--- src/rtl/mem_port_arbiter.sv ---
// Arbitrates fetch and load/store traffic onto one registered-read RAM and tags read returns
// so they come back on the right port RD_LAT cycles after the grant.
module mem_port_arbiter #(
    parameter int ADDR_W       = 12,
    parameter int DATA_W       = 32,
    parameter int RD_LAT       = 1,
    parameter int MAX_D_STREAK = 3
) (
    input  logic              clk,
    input  logic              rst,
    input  logic              if_req,
    input  logic [31:0]       if_addr,
    input  logic              if_flush,
    output logic              if_gnt,
    output logic              if_rvalid,
    output logic [DATA_W-1:0] if_rdata,
    input  logic              d_req,
    input  logic              d_we,
    input  logic [31:0]       d_addr,
    input  logic [DATA_W-1:0] d_wdata,
    output logic              d_gnt,
    output logic              d_rvalid,
    output logic [DATA_W-1:0] d_rdata,
    output logic [ADDR_W-1:0] mem_addr,
    output logic [DATA_W-1:0] mem_wdata,
    output logic              mem_wren,
    input  logic [DATA_W-1:0] mem_q,
    output logic              stall
);

    localparam logic [3:0] STREAK_MAX = 4'(MAX_D_STREAK);

    logic [3:0]        streak_q, streak_d;
    logic [RD_LAT-1:0] tag_vld_q, tag_vld_d;
    logic [RD_LAT-1:0] tag_src_q, tag_src_d;
    logic              fetch_prio;

    // Data wins a collision until it has starved fetch MAX_D_STREAK times in a row.
    assign fetch_prio = (streak_q == STREAK_MAX);
    assign if_gnt     = ~rst & if_req & (~d_req | fetch_prio);
    assign d_gnt      = ~rst & d_req & ~(if_req & fetch_prio);
    assign stall      = ~rst & ((if_req & ~if_gnt) | (d_req & ~d_gnt));

    assign mem_wren   = d_gnt & d_we;
    assign mem_wdata  = d_wdata;

    always_comb begin
        mem_addr = '0;
        if (if_gnt) begin
            mem_addr = if_addr[ADDR_W+1:2];
        end else if (d_gnt) begin
            mem_addr = d_addr[ADDR_W+1:2];
        end
    end

    always_comb begin
        streak_d = streak_q;
        if (!if_req || if_gnt) begin
            streak_d = '0;
        end else if (d_gnt && (streak_q < STREAK_MAX)) begin
            streak_d = streak_q + 4'd1;
        end
    end

    // Tag pipeline: src=1 marks a fetch; flush kills fetch tags as they shift.
    always_comb begin
        tag_vld_d    = '0;
        tag_src_d    = '0;
        tag_vld_d[0] = (if_gnt & ~if_flush) | (d_gnt & ~d_we);
        tag_src_d[0] = if_gnt;
        for (int i = 1; i < RD_LAT; i++) begin
            tag_vld_d[i] = tag_vld_q[i-1] & ~(if_flush & tag_src_q[i-1]);
            tag_src_d[i] = tag_src_q[i-1];
        end
    end

    always_ff @(posedge clk or posedge rst) begin
        if (rst) begin
            streak_q  <= '0;
            tag_vld_q <= '0;
            tag_src_q <= '0;
        end else begin
            streak_q  <= streak_d;
            tag_vld_q <= tag_vld_d;
            tag_src_q <= tag_src_d;
        end
    end

    // A fetch returning in the flush cycle is also dropped.
    assign if_rvalid = tag_vld_q[RD_LAT-1] & tag_src_q[RD_LAT-1] & ~if_flush;
    assign d_rvalid  = tag_vld_q[RD_LAT-1] & ~tag_src_q[RD_LAT-1];
    assign if_rdata  = mem_q;
    assign d_rdata   = mem_q;

    logic unused_addr_bits;
    assign unused_addr_bits = ^{if_addr[31:ADDR_W+2], if_addr[1:0],
                                d_addr[31:ADDR_W+2], d_addr[1:0]};

endmodule

--- config.mk ---
export PLATFORM = sky130hd
export DESIGN_NAME = mem_port_arbiter
export DESIGN_NICKNAME = d
export VERILOG_FILES = /design/src/rtl/mem_port_arbiter.sv
export SDC_FILE = /design/constraint.sdc
export NUM_CORES = 1
export LEC_CHECK = 0
export BUFFER_PORTS_ARGS = -buffer_cell sky130_fd_sc_hd__buf_2
export CAP_MARGIN = 20
export CORE_AREA = 2 2 97 99
export CTS_CLUSTER_DIAMETER = 30
export CTS_CLUSTER_SIZE = 8
export DETAILED_ROUTE_END_ITERATION = 7
export DIE_AREA = 0 0 99 101
export GPL_TIMING_DRIVEN = 0
export PLACE_DENSITY = 0.6
export SLEW_MARGIN = 20
export SYNTH_ARGS = -nofsm -noshare
export SYNTH_HDL_FRONTEND = slang
export SYNTH_SLANG_ARGS = --single-unit
--- constraint.sdc ---
create_clock -name clk -period 1.8 [get_ports clk]
set_input_delay 0 -clock clk [delete_from_list [all_inputs] [get_ports clk]]
set_output_delay 0 -clock clk [all_outputs]
set_load 0.02 [all_outputs]
-- Word-level counts from Yosys, hierarchy flattened
Index checks and enable logic that the tools add are counted.
W data, S select, Z words.
- output and inout port bits: 114
- bits in writable memories: 0
- register bits after elaboration: 6
- latch bits: 0
- input port bits: 134
- memory bits (read-only): 0
- logic and storage cells: 39
- memories: 0
- shifts and indexed selects: 0
- eq/ne operators: 1
- bitwise operators: 25
- multiplexer cells: 4
- reduce and logical (&&, ||, !) cells: 4
- order comparisons: 1
- div/mod/pow operators: 0
- $mul: 0
- add/subtract/negate cells: 1
- operator list (kind ; count):
    $mux W12 ; 2
    $and A1 B1 Y1 ; 14
    $mux W4 ; 2
    $not A1 Y1 ; 8
    $add A4 B1 Y4 const B ; 1
    $eq A4 B2 Y1 const B ; 1
    $lt A4 B2 Y1 const B ; 1
    $or A1 B1 Y1 ; 3
    $reduce_bool A2 Y1 ; 1
    $logic_and A1 B1 Y1 ; 1
    $logic_not A1 Y1 ; 1
    $logic_or A1 B1 Y1 ; 1

-- Depth between registers and ports, before layout
Gate-level depths: netlist (run 1).
- depth in word-level cells: 8
- mapped depth: 5
- depth with buffers taken out: 4

-- Least setup slack after synthesis (run 1)
Ideal clock, no wire load.
- kind: flip-flop to output port
- start point: register streak_q[0]
- end point: output port mem_addr[10]
- cell stages (with the launch flop): 6
- buffers on the path: 1
- path slack: 0.072 ns
- arrival: 1.728 ns
- data required time: 1.800 ns
- path through: dfrtp_1 ha_1 or3b_4 a211oi_4 buf_6 a22o_2
- elaborated cells on any way between the ends: 8
- those cells by class: 1 x eq/ne; 2 x mux; 5 x bitwise
- RTL lines (what ; line ; text):
    from (decl) ; 33 ; logic [3:0] streak_q, streak_d;
    from (signal assigned) ; 83 ; streak_q <= streak_d;
    $eq A4 B2 Y1 ; 39 ; assign fetch_prio = (streak_q == STREAK_MAX);
    $or A1 B1 Y1 ; 40 ; assign if_gnt = ~rst & if_req & (~d_req | fetch_prio);
    $and A1 B1 Y1 ; 40 ;
    via if_gnt ; 14 ; output logic if_gnt,
    $mux W12 ; 49 ; if (if_gnt) begin
    to (decl) ; 24 ; output logic [ADDR_W-1:0] mem_addr,
The timed path passes the listed nets, and every way through them passes these cells.

-- Worst setup path after layout (run 1)
- start point: register streak_q[1]
- end point: output port mem_addr[6]
- cells in the longest elaborated chain, start to end: 6
- elaborated cells on any way between the ends: 8
- those cells by class: 1 x eq/ne; 2 x mux; 5 x bitwise
- ends and longest elaborated chain (what ; line ; text):
    $eq A4 B2 Y1 * ; 39 ;
    $and A1 B1 Y1 ; 41 ; assign d_gnt = ~rst & d_req & ~(if_req & fetch_prio);
    $not A1 Y1 ; 41 ;
    $and A1 B1 Y1 ; 41 ;
    $mux W12 ; 51 ; end else if (d_gnt) begin
    $mux W12 * ; 49 ;
Every way passes the cells marked *; elsewhere a longest branch is shown, timed or not.

==> results_dict.tcl, run 1 <==
set metrics [dict create \
    port_buffers 143 \
    netlist_area_mm2 0.00119 \
    drive_gt1_share_pct 92.3 \
    postRouteAntennaNets 0 \
    pin_count 248 \
    grt_setup_unrepaired "yes" \
    holdCritPathClass "in2reg" \
    grtUsageTotal_pct 6.64 \
    p_sw_uw 365 \
    core-area_mm2 0.00898 \
    hold_viol_final 0 \
    antenna_cells 0 \
    cts_buffer_depth 2 \
    finalCriticalPeriod_ns 1.99 \
    violations "negative setup slack" \
    avgRoutedWirePerCell_um 10.2 \
    crit_path_frequent_cell "buf_6" \
    grt_max_degree 11 \
    r2r-end "streak_q[0]$_DFFE_PP0P_" \
    hold_depth 3 \
    power_frac_comb_pct 64.1 \
    syn_area_per_cell_um2 8.55 \
    path_buf_inv 2 \
    cpPeakStageDelay_ns 0.40 \
    synth_nets 274 \
    grt_pass1_wl_um 5200 \
    r2r_start "streak_q[1]$_DFFE_PP0P_" \
    period_share_pct 111 \
    cp-end-kind "output port" \
    reg2regPathDepth 7 \
    critPathTopFamily "compound AO/OA/AOI/OAI gates" \
    cts_root_buffer "clkbuf_8" \
    slowest_stage "dfrtp_1" \
    synth-seq-area-share_pct 12.6 \
    dieArea_mm2 0.0100 \
    seq_power_share_pct 14.7 \
    syn_inst 139 \
    cts_tree "yes" \
    setup_viol 18 \
    ys_types 20 \
    max_cap_viol_count 0 \
    final_cell_mix "129 x buf_2, 104 x buf_4, 18 x buf_6" \
    gp_congestion 0.732 \
    h-tree-depth 1 \
    layout_commonest_cell "buf_2" \
    cts_buffers 3 \
    fmax_mhz 502 \
    status "finished with violations" \
    die_h_um 101 \
    startpoint_type "flip-flop" \
    slew_headroom_pct 69.4 \
    num_rows 35 \
    grt_pass1_vias 1187 \
    insertion_delay_ns 0.23 \
    p_int_uw 604 \
    ir_drop_uv 105 \
    via_count 1398 \
    critPathRequiredTime_ns 1.80 \
    path_cells "ha_4 -> or3b_4 -> a211oi_4 -> buf_6 -> a22o_4 -> buf_6" \
    critical_path_arrival_ns 1.99 \
    clkTransAtPathRegs_ns 0.03 \
    crit_fanout 7 \
    dr.pass1.iters 3 \
    yosys_warnings 0 \
    grt_remaining_overflow 0 \
    p_clk_share_pct 21.1 \
    viasPerCell 3.43 \
    initial_core_util_pct 13.2 \
    area_growth_pct 102 \
    dp_hpwl_um 3480 \
    antenna_found_initial 0 \
    reg2reg_setup_slack_ns -0.12 \
    path_class "reg2out" \
    cts_sinks 6 \
    drt-total-wl_um 4160 \
    drt-initial-drc-count 12 \
    fin_tns_setup_ns -2.75 \
    power_density_mw_per_mm2 404 \
    hp-start "d_we" \
    swShare_pct 37.7 \
    power_uw 969 \
    p_leak_nw 1.43 \
    final_nets 434 \
    maxSlewViolCount 0 \
    worst_pin_slew_ns 0.453 \
    die_x_um 99 \
    finClkSkew_ns 0.000899 \
    finalWorstSetupSlack_ns -0.191 \
    whs_endpoint "tag_vld_q$_DFF_PP0_" \
    ys_ff_latch 6 \
    drc 0 \
]
==> state kept, by name, summed over array words and instances, names as in the netlist <==
name / flops
tag_vld_q: 1
streak_q: 4
tag_src_q: 1
==> worst max-delay path by stage <==
| stage | from | to | slack, ns | cells past startpoint |
|---|---|---|---|---|
| floorplan | streak_q[0]$_DFFE_PP0P_ | mem_addr[10] | 0.07 | 5 |
| CTS | streak_q[1]$_DFFE_PP0P_ | mem_addr[10] | -0.17 | 6 |
| detailed placement | streak_q[0]$_DFFE_PP0P_ | mem_addr[10] | -0.33 | 6 |
| finish | streak_q[1]$_DFFE_PP0P_ | mem_addr[6] | -0.19 | 6 |
| global placement | streak_q[0]$_DFFE_PP0P_ | mem_addr[7] | -0.25 | 6 |
| global route | streak_q[1]$_DFFE_PP0P_ | mem_addr[9] | -0.26 | 6 |
==> cells in the mapped netlist <==
| library cell | instances | area, um^2 |
|---|---|---|
| buf_4 | 96 | 721 |
| a22o_2 | 13 | 130 |
| dfrtp_1 | 6 | 150 |
| inv_1 | 4 | 15.0 |
| a211oi_1 | 2 | 15.0 |
| buf_6 | 2 | 22.5 |
| nor3b_1 | 2 | 15.0 |
| o41ai_1 | 2 | 17.5 |
| a211oi_4 | 1 | 20.0 |
| and2_1 | 1 | 6.26 |
| and3_1 | 1 | 6.26 |
| ha_1 | 1 | 12.5 |
| nand2b_1 | 1 | 6.26 |
| nand4_1 | 1 | 6.26 |
| nor2_1 | 1 | 3.75 |
| nor2b_1 | 1 | 6.26 |
| nor3_1 | 1 | 5.00 |
| o21ba_2 | 1 | 10.0 |
| or3b_2 | 1 | 8.76 |
| or3b_4 | 1 | 11.3 |
==> per-stage QoR <==
step                util (%)  instances  setup WS, ns  cell area [um^2]  hold slack, ns
global placement        22.8        393        -0.249              2040         -0.0287
CTS                     26.4        405        -0.170              2370          0.0825
global route            26.7        408        -0.258              2400           0.111
detailed placement      22.8        393        -0.327              2040         -0.0275
floorplan                  -        139        0.0718              1190          -0.201
finish                  26.7        408        -0.191              2400          0.0821
==> worst min-delay path: stages <==
cell	delay [ns]
buf_2	0.11
inv_1	0.05
a22o_2	0.12
==> power by group through the flow <==
stage	combinational (mW)	clock [mW]	sequential (mW)
4_1_cts	0.622	0.206	0.143
5_1_grt	0.656	0.220	0.143
3_3_place_gp	0.549	0	0.143
3_5_place_dp	0.554	0	0.144
6_report	0.621	0.205	0.143
2_1_floorplan	0.389	0	0.143
==> routing by layer <==
layer	GRT usage, %	wire, um
met5	0	0
met4	2.42	53
met3	1.04	466
met2	14.6	2380
met1	5.82	1250
==> area by class of cell <==
class                           count  area (um^2)
Inverter                            4         15.0
Buffer                             98          752
Fill cell                         959         6580
Multi-Input combinational cell     31          392
Tap cell                          111          139
Clock buffer                        3         41.3
Timing Repair Buffer              155          907
Sequential cell                     6          150
==> repair_timing <==
item | in CTS | in global routing
endpoints found under the setup margin | 21 | 18
resized for setup | 48 | 1
hold buffers | 1 | 0
pin swaps | 14 | 2
setup buffers | 8 | 3
endpoints found under the hold margin | 6 | 0
==> cells by family (layout without fill, tap and decap cells) <==
kind of cell / Yosys count / after routing / share of synthesized area [%]
AO/OA/AOI/OAI: 19 / 19 / 16.2
adder cells (fa/ha/maj): 1 / 1 / 1.05
buffers and inverters: 102 / 260 / 63.8
flip-flops: 6 / 6 / 12.6
AND/OR/NAND/NOR: 11 / 11 / 6.32
No activity file was read; power rests on OpenSTA's default activity.
==> run 2, diff against run 1 <==
- SKIP_CTS_REPAIR_TIMING: not set -> 1
==> results_dict.tcl, run 2 (synthesis gave the netlist of run 1 again) <==
set metrics [dict create \
    dieArea_mm2 0.0100 \
    period_share_pct 112 \
    r2r_start "streak_q[1]$_DFFE_PP0P_" \
    hp-start "d_we" \
    postRouteAntennaNets 0 \
    gp_congestion 0.732 \
    layout_commonest_cell "buf_2" \
    max_flop_register "streak_q" \
    max_cap_viol_count 0 \
    cts_root_buffer "clkbuf_8" \
    hold_viol_final 0 \
    p_leak_nw 1.40 \
    cts_tree "yes" \
    startpoint_type "flip-flop" \
    grt_pass1_vias 1052 \
    drt-initial-drc-count 9 \
    viasPerCell 3.46 \
    drc 0 \
    pin_count 248 \
    critPathRequiredTime_ns 1.80 \
    avgRoutedWirePerCell_um 9.86 \
    hold_depth 3 \
    drt-total-wl_um 4000 \
    finClkSkew_ns 0.00150 \
    path_cells "ha_4 -> or3b_4 -> o21ba_2 -> buf_6 -> a22o_4 -> buf_6" \
    place_area_mm2 0.00204 \
    h-tree-depth 1 \
    grt_setup_unrepaired "yes" \
    dp_hpwl_um 3480 \
    r2r-end "streak_q[0]$_DFFE_PP0P_" \
    crit_fanout 10 \
    ir_drop_uv 104 \
    grtUsageTotal_pct 5.81 \
    num_rows 35 \
    port_buffers 143 \
    setup_viol 19 \
    reg2reg_setup_slack_ns -0.11 \
    largest_reg_flops 4 \
    initial_core_util_pct 13.2 \
    grt_remaining_overflow 0 \
    clkTransAtPathRegs_ns 0.03 \
    power_density_mw_per_mm2 405 \
    slew_headroom_pct 75.9 \
    maxSlewViolCount 0 \
    grt_pass1_wl_um 4530 \
    grt_max_degree 12 \
    finalCriticalPeriod_ns 2.02 \
    reg2regPathDepth 7 \
    largestRegisters "streak_q: 4 flops, tag_src_q: 1 flops, tag_vld_q: 1 flops" \
    whs_endpoint "tag_vld_q$_DFF_PP0_" \
    fmax_mhz 495 \
    core-area_mm2 0.00898 \
    dr.pass1.iters 4 \
    status "finished with violations" \
    cts_buffer_depth 2 \
    die_h_um 101 \
    worst_pin_slew_ns 0.357 \
    finalWorstSetupSlack_ns -0.221 \
    critical_path_arrival_ns 2.02 \
    antenna_found_initial 0 \
    fin_tns_setup_ns -3.07 \
    antenna_cells 0 \
    cts_buffers 3 \
    cp-end-kind "output port" \
    area_growth_pct 98.1 \
    path_class "reg2out" \
    holdCritPathClass "in2reg" \
    die_x_um 99 \
    final_cell_mix "130 x buf_2, 100 x buf_4, 18 x buf_6" \
    final_cell_area_mm2 0.00235 \
    via_count 1404 \
    cpPeakStageDelay_ns 0.41 \
    violations "negative setup slack" \
    drive_gt1_share_pct 91.9 \
    insertion_delay_ns 0.23 \
    crit_path_frequent_cell "buf_6" \
    cts_sinks 6 \
    slowest_stage "dfrtp_1" \
    final_nets 432 \
]
==> run 2: cell count changes in the layout (fill, tap and decap cells not counted) <==
cell     previous run  this run
a22o_4             12         9
buf_4             104       100
o21ba_4             1         0
buf_8               0         1
and2_4              1         0
o21ba_2             0         1
a22o_2              1         4
buf_2             129       130
and2_1              0         1
==> run 2: layer usage <==
| metal | part of all wire [%] | global-route usage, % | up-vias |
|---|---|---|---|
| met5 | 0 | 0 | - |
| met4 | 1.0 | 2.21 | 0 |
| met3 | 12 | 0.902 | 6 |
| met2 | 57 | 12.4 | 115 |
| met1 | 30 | 5.37 | 605 |
| li1 | - | - | 678 |
==> run 2: power by group <==
| part | internal (mW) | switching [mW] | leakage (nW) |
|---|---|---|---|
| sequential | 0.140 | 0.00289 | 0.0819 |
| clock | 0.144 | 0.0583 | 0.0216 |
| combinational | 0.313 | 0.296 | 1.29 |
==> run 2: worst max-delay path by stage <==
| stage | from | end | slack (ns) | cells past startpoint |
|---|---|---|---|---|
| after CTS | streak_q[0]$_DFFE_PP0P_ | mem_addr[10] | -0.57 | 6 |
| after floorplan | streak_q[0]$_DFFE_PP0P_ | mem_addr[10] | 0.07 | 5 |
| after global placement | streak_q[0]$_DFFE_PP0P_ | mem_addr[7] | -0.25 | 6 |
| after global routing | streak_q[1]$_DFFE_PP0P_ | mem_addr[9] | -0.27 | 6 |
| after detailed placement | streak_q[0]$_DFFE_PP0P_ | mem_addr[10] | -0.33 | 6 |
| final | streak_q[1]$_DFFE_PP0P_ | mem_addr[5] | -0.22 | 6 |
==> run 2: worst max-delay path: cells and delay by family, from the launching register on <==
| family | cells | cell delay, ns |
|---|---|---|
| compound gates | 2 | 0.50 |
| fa+ha+maj | 1 | 0.18 |
| buf+inv | 2 | 0.30 |
| flops | 1 | 0.41 |
| simple gates | 1 | 0.39 |
==> run 2: through the flow <==
step | hold WS [ns] | instances | power (mW) | setup slack, ns | util (%)
2_1_floorplan | -0.201 | 139 | 0.532 | 0.0718 | -
3_3_place_gp | -0.0287 | 393 | 0.692 | -0.249 | 22.8
3_5_place_dp | -0.0275 | 393 | 0.698 | -0.327 | 22.8
4_1_cts | -0.268 | 396 | 0.903 | -0.570 | 23.2
5_1_grt | 0.110 | 406 | 1.01 | -0.267 | 26.2
6_report | 0.0893 | 406 | 0.953 | -0.221 | 26.2
==> run 2: layout make-up <==
| class | count | area (um^2) |
|---|---|---|
| Inverter | 4 | 15.0 |
| Multi-Input combinational cell | 31 | 360 |
| Fill cell | 973 | 6620 |
| Clock buffer | 3 | 41.3 |
| Sequential cell | 6 | 150 |
| Tap cell | 111 | 139 |
| Timing Repair Buffer | 153 | 906 |
| Buffer | 98 | 743 |
